## src/rtl/stopwatch_ctrl.sv

```systemverilog
// Run-control sequencer for the 00.00-99.99 stopwatch.
// Five-state FSM drives the counter chain's enable and clear, captures lap
// values and holds them frozen on the display for LAP_HOLD_TICKS ticks.
module stopwatch_ctrl #(
   parameter int unsigned LAP_HOLD_TICKS = 300
) (
   input  logic        clk,
   input  logic        rst_n,
   input  logic        tick,
   input  logic        start_p,
   input  logic        stop_p,
   input  logic        lap_p,
   input  logic        clr_p,
   input  logic        sat,
   input  logic [15:0] live_bcd,
   output logic        run_en,
   output logic        cnt_clr,
   output logic [15:0] disp_bcd,
   output logic        lap_active,
   output logic [3:0]  lap_count,
   output logic [2:0]  state
);

   localparam int unsigned HoldW = $clog2(LAP_HOLD_TICKS + 1);
   localparam logic [HoldW-1:0] HoldLast = HoldW'(LAP_HOLD_TICKS - 1);
   localparam logic [HoldW-1:0] HoldOne  = HoldW'(1);

   typedef enum logic [2:0] {
      StIdle  = 3'd0,
      StRun   = 3'd1,
      StLap   = 3'd2,
      StPause = 3'd3,
      StDone  = 3'd4
   } state_e;

   state_e           state_q;
   logic             run_en_q;
   logic             lap_active_q;
   logic             cnt_clr_q;
   logic [15:0]      lap_reg_q;
   logic [3:0]       lap_count_q;
   logic [HoldW-1:0] hold_q;

   // State transitions with registered outputs; each branch picks the single
   // highest-priority input that is meaningful in the current state.
   always_ff @(posedge clk or negedge rst_n) begin
      if (!rst_n) begin
         state_q      <= StIdle;
         run_en_q     <= 1'b0;
         lap_active_q <= 1'b0;
         cnt_clr_q    <= 1'b0;
         lap_reg_q    <= '0;
         lap_count_q  <= '0;
         hold_q       <= '0;
      end else begin
         cnt_clr_q <= 1'b0;
         case (state_q)
            StIdle: begin
               if (clr_p) begin
                  cnt_clr_q   <= 1'b1;
                  lap_count_q <= '0;
               end else if (start_p) begin
                  state_q  <= StRun;
                  run_en_q <= 1'b1;
               end
            end
            StRun: begin
               if (sat) begin
                  state_q  <= StDone;
                  run_en_q <= 1'b0;
               end else if (stop_p) begin
                  state_q  <= StPause;
                  run_en_q <= 1'b0;
               end else if (lap_p) begin
                  state_q      <= StLap;
                  lap_active_q <= 1'b1;
                  lap_reg_q    <= live_bcd;
                  hold_q       <= '0;
                  if (lap_count_q != 4'd15) lap_count_q <= lap_count_q + 4'd1;
               end
            end
            StLap: begin
               if (sat) begin
                  state_q      <= StDone;
                  run_en_q     <= 1'b0;
                  lap_active_q <= 1'b0;
                  hold_q       <= '0;
               end else if (stop_p) begin
                  state_q      <= StPause;
                  run_en_q     <= 1'b0;
                  lap_active_q <= 1'b0;
                  hold_q       <= '0;
               end else if (lap_p) begin
                  // Re-latch restarts the freeze even if a tick lands this cycle
                  lap_reg_q <= live_bcd;
                  hold_q    <= '0;
                  if (lap_count_q != 4'd15) lap_count_q <= lap_count_q + 4'd1;
               end else if (tick) begin
                  if (hold_q == HoldLast) begin
                     state_q      <= StRun;
                     lap_active_q <= 1'b0;
                     hold_q       <= '0;
                  end else begin
                     hold_q <= hold_q + HoldOne;
                  end
               end
            end
            StPause: begin
               if (clr_p) begin
                  state_q     <= StIdle;
                  cnt_clr_q   <= 1'b1;
                  lap_count_q <= '0;
               end else if (start_p) begin
                  state_q  <= StRun;
                  run_en_q <= 1'b1;
               end
            end
            StDone: begin
               if (clr_p) begin
                  state_q     <= StIdle;
                  cnt_clr_q   <= 1'b1;
                  lap_count_q <= '0;
               end
            end
            default: begin
               // Unused encodings recover to a quiet idle
               state_q      <= StIdle;
               run_en_q     <= 1'b0;
               lap_active_q <= 1'b0;
               hold_q       <= '0;
            end
         endcase
      end
   end

   // Display mux: frozen lap value while in LAP, live digits otherwise
   always_comb begin
      disp_bcd = lap_active_q ? lap_reg_q : live_bcd;
   end

   assign run_en     = run_en_q;
   assign cnt_clr    = cnt_clr_q;
   assign lap_active = lap_active_q;
   assign lap_count  = lap_count_q;
   assign state      = state_q;

endmodule

```

## config.mk

```make
export PLATFORM = sky130hd
export DESIGN_NAME = stopwatch_ctrl
export DESIGN_NICKNAME = d
export VERILOG_FILES = /design/src/rtl/stopwatch_ctrl.sv
export SDC_FILE = /design/constraint.sdc
export NUM_CORES = 1
export LEC_CHECK = 0
export ABC_AREA = 1
export CAP_MARGIN = 20
export CORE_ASPECT_RATIO = 1.5
export CORE_UTILIZATION = 53
export CTS_CLUSTER_DIAMETER = 80
export DETAILED_ROUTE_END_ITERATION = 7
export PLACE_DENSITY = 0.92
export SLEW_MARGIN = 20
export SYNTH_ARGS = -nofsm -noshare
export SYNTH_HDL_FRONTEND = slang
export SYNTH_SLANG_ARGS = --single-unit
export TNS_END_PERCENT = 1
```

## constraint.sdc

```tcl
create_clock -name clk -period 2.45 [get_ports clk]
set_clock_uncertainty 0.1 [all_clocks]
set_input_delay 0.3675 -clock clk [delete_from_list [all_inputs] [get_ports clk]]
set_output_delay 0.3675 -clock clk [all_outputs]
set_load 0.005 [all_outputs]
```

==> summary.txt <==
CTS
  – Sink count of the clock tree: 35
  – CTS max path bufs: 2
  – CTS tree: built
  – Htree depth: 2
  – Buffer count from post-CTS setup fixing: 0
  – Worst-skew pair later-pin latency: 0.30 ns
  – Clock buffers created by TritonCTS: 5
  – Buffer cell driving the clock tree root: sky130_fd_sc_hd__clkbuf_8
  – Cells resized by post-CTS repair: 0
  – CTS Hold Buffers Added: 0
  – Clock-pin slew on the worst setup and hold paths: 0.07 ns

Layout
  – Nets@finish: 373
  – Seq. cell area: 876 µm²
  – Number of diodes added for antenna fixing: 0
  – Combined area of the multi-input logic cells: 988 µm²
  – Area Overhead vs Synth: 30.5%
  – Fill cell instance count of the final layout: 294
  – Fraction of final layout cells with drive strength greater than 1: 8.62%
  – Highest-count cells in the layout ignoring fill and taps: 92 x sky130_fd_sc_hd__nand2_1, 49 x sky130_fd_sc_hd__clkdlybuf4s50_1, 38 x sky130_fd_sc_hd__inv_1, 35 x sky130_fd_sc_hd__dfrtp_1, 27 x sky130_fd_sc_hd__nor2_1
  – Most common cell after layout, fill and taps aside: sky130_fd_sc_hd__nand2_1

Global routing
  – Global-route wire length before repair: 7820 µm
  – Maximum number of pins on one net before global-route repair: 36
  – Antenna violations before repair: 0
  – Global routing usage summed across all routing layers: 25.8%
  – Remaining Overflow, GRT: 0
  – Vias in the first global route: 1903

Logic synthesis
  – Mean cell area of the mapped netlist: 7.02 µm²
  – Syn. warnings: 0
  – Post-synthesis register bit count: 35
  – Count of unique library cells instantiated by Yosys: 27
  – Combined area of all synthesized cells: 2060 µm²
  – Number of nets produced by synthesis: 320
  – Syn Inst Count: 294
  – Register area share after synthesis: 42.4%

Power
  – Total power density per cell area: 848 nW/µm²
  – Cell leakage power: 1.32 nW
  – Peak supply drop: 616 µV

Floorplanning
  – Height of the die: 78.4 µm
  – Area inside the core boundary: 3680 µm²
  – Die area: 4150 µm²
  – Die X-Extent: 53.0 µm
  – Initial standard-cell utilization of the core: 56.1%
  – Standard-cell rows: 27
  – I/O pin total: 50

STA
  – Max-slew violation count: 0
  – Max Clock Freq: 472 MHz
  – Final setup fails: 0
  – Transition at the pin with the smallest max-transition slack: 0.434 ns
  – Final hold violation count: 0
  – Total negative setup slack: 0 ns
  – Setup slack of the critical path after layout: 0.333 ns
  – Tightest slew margin relative to the limit: 71.1%
  – Worst Hold Margin: 0.366 ns
  – Final worst-path cycle share: 86.4%
  – Post-layout minimum cycle time: 2.12 ns
  – RSZ-0062 raised after global routing: false

Place
  – Half-perimeter wire length after detailed placement: 3390 µm
  – Worst slack at placement: 0.413 ns
  – Global placer's final weighted congestion: 0.893
  – Number of I/O port buffers: 49

Setup path
  – Type of the setup path with the least slack: reg2out
  – Nature of the critical path endpoint: output pin
  – Data required time of the worst path: 1.98 ns
  – Critical Path Source Type: flop
  – Worst R2R Start: hold_q[0]
  – Endpoint of the most critical register-to-register path: state[2]
  – Data arrival at the endpoint of the critical path: 1.65 ns
  – Worst reg2reg path depth: 8
  – CP Max Fanout: 33
  – Flop-to-flop setup slack: 0.64 ns

Route
  – Detailed-route wire length per cell: 11.8 µm
  – Vias after detailed routing: 2008
  – DRC violation count after routing: 0
  – Total routed wirelength: 4600 µm
  – Pre-antenna DRT Iters: 5
  – Post-detailed-route count of antenna-violating nets: 0
  – DRC violation total after the first TritonRoute iteration: 63
  – Vias per cell: 5.14

Flow run
  – Maximum capacitance violations: 0

Run status
  – Outcome: finished clean

Worst hold path
  – Hold/Removal Path Class: in2async
==> area by class of cell <==
class | count | area share (%)
Inverter | 45 | 6.46
Timing Repair Buffer | 52 | 19.0
Tap cell | 43 | 2.00
Multi-Input combinational cell | 208 | 36.7
Sequential cell | 35 | 32.5
Clock buffer | 5 | 2.55
Clock inverter | 3 | 0.743
==> through the flow <==
stage | std cells | area (µm²) | utilization (%) | power [mW]
2_1_floorplan | 294 | 2060 | - | 1.48
3_3_place_gp | 383 | 2610 | 70.7 | 1.85
3_5_place_dp | 383 | 2610 | 70.7 | 1.88
4_1_cts | 391 | 2690 | 73.2 | 2.31
5_1_grt | 391 | 2690 | 73.2 | 2.48
6_report | 391 | 2690 | 73.2 | 2.29
==> cell usage after synthesis <==
master | number | area (µm²)
sky130_fd_sc_hd__nor3b_1 | 1 | 7.51
sky130_fd_sc_hd__nand2_1 | 92 | 345
sky130_fd_sc_hd__o21ai_4 | 1 | 16.3
sky130_fd_sc_hd__inv_1 | 38 | 143
sky130_fd_sc_hd__nand2_4 | 1 | 11.3
sky130_fd_sc_hd__nand2_2 | 3 | 18.8
sky130_fd_sc_hd__nand3b_1 | 1 | 7.51
sky130_fd_sc_hd__nand4_2 | 1 | 12.5
sky130_fd_sc_hd__clkbuf_1 | 3 | 11.3
sky130_fd_sc_hd__nor3_1 | 2 | 10.0
sky130_fd_sc_hd__inv_2 | 5 | 18.8
sky130_fd_sc_hd__nor2_4 | 1 | 11.3
sky130_fd_sc_hd__o21ai_1 | 19 | 95.1
sky130_fd_sc_hd__nand3_2 | 1 | 10.0
sky130_fd_sc_hd__nor2_2 | 2 | 12.5
sky130_fd_sc_hd__nand4_1 | 7 | 43.8
sky130_fd_sc_hd__buf_2 | 3 | 15.0
sky130_fd_sc_hd__nand3_1 | 23 | 115
sky130_fd_sc_hd__o21ai_2 | 1 | 8.76
sky130_fd_sc_hd__o21ai_0 | 19 | 95.1
sky130_fd_sc_hd__xor2_1 | 1 | 8.76
sky130_fd_sc_hd__nor2_1 | 27 | 101
sky130_fd_sc_hd__o21bai_1 | 2 | 15.0
sky130_fd_sc_hd__nand3_4 | 1 | 17.5
sky130_fd_sc_hd__ha_1 | 2 | 25.0
sky130_fd_sc_hd__inv_4 | 2 | 12.5
sky130_fd_sc_hd__dfrtp_1 | 35 | 876
==> worst max-delay path: stages, from the launching register on <==
cell,delay (ns)
sky130_fd_sc_hd__dfrtp_1,0.35
sky130_fd_sc_hd__buf_4,0.29
sky130_fd_sc_hd__nand2_1,0.09
sky130_fd_sc_hd__o21ai_0,0.09
sky130_fd_sc_hd__clkdlybuf4s50_1,0.53
==> logic make-up after synthesis <==
logic type	share of synthesized area, %
xor+xnor	0.424
flops	42.4
buf+inv	9.70
fa+ha+maj	1.21
compound gates	11.2
simple gates	35.1
==> worst max path at each step <==
stage | start | to | cells past startpoint
2_1_floorplan | hold_q[0] | state[2] | 8
3_3_place_gp | live_bcd[9] | disp_bcd[9] | 4
6_report | lap_active | disp_bcd[11] | 4
3_5_place_dp | live_bcd[2] | disp_bcd[2] | 4
5_1_grt | lap_active | disp_bcd[11] | 4
4_1_cts | lap_active | disp_bcd[4] | 3
==> metal layers <==
layer | wire [µm] | global-route usage (%) | vias up
li1 | - | - | 1036
met1 | 1890 | 28.5 | 924
met2 | 2450 | 44.6 | 40
met3 | 157 | 6.40 | 8
met4 | 97 | 12.1 | 0
met5 | 0 | 0 | -
==> where the power goes <==
group,total [mW],switching [mW],internal [mW]
logic,0.988,0.536,0.452
clock network,0.418,0.221,0.197
registers,0.879,0.120,0.760
==> flip-flops by register name, indices dropped and copies added, names as in the netlist <==
register,count
lap_active,1
hold_q,9
cnt_clr,1
state,3
lap_reg_q,16
run_en,1
lap_count,4
No activity file was read; power rests on OpenSTA's default activity.
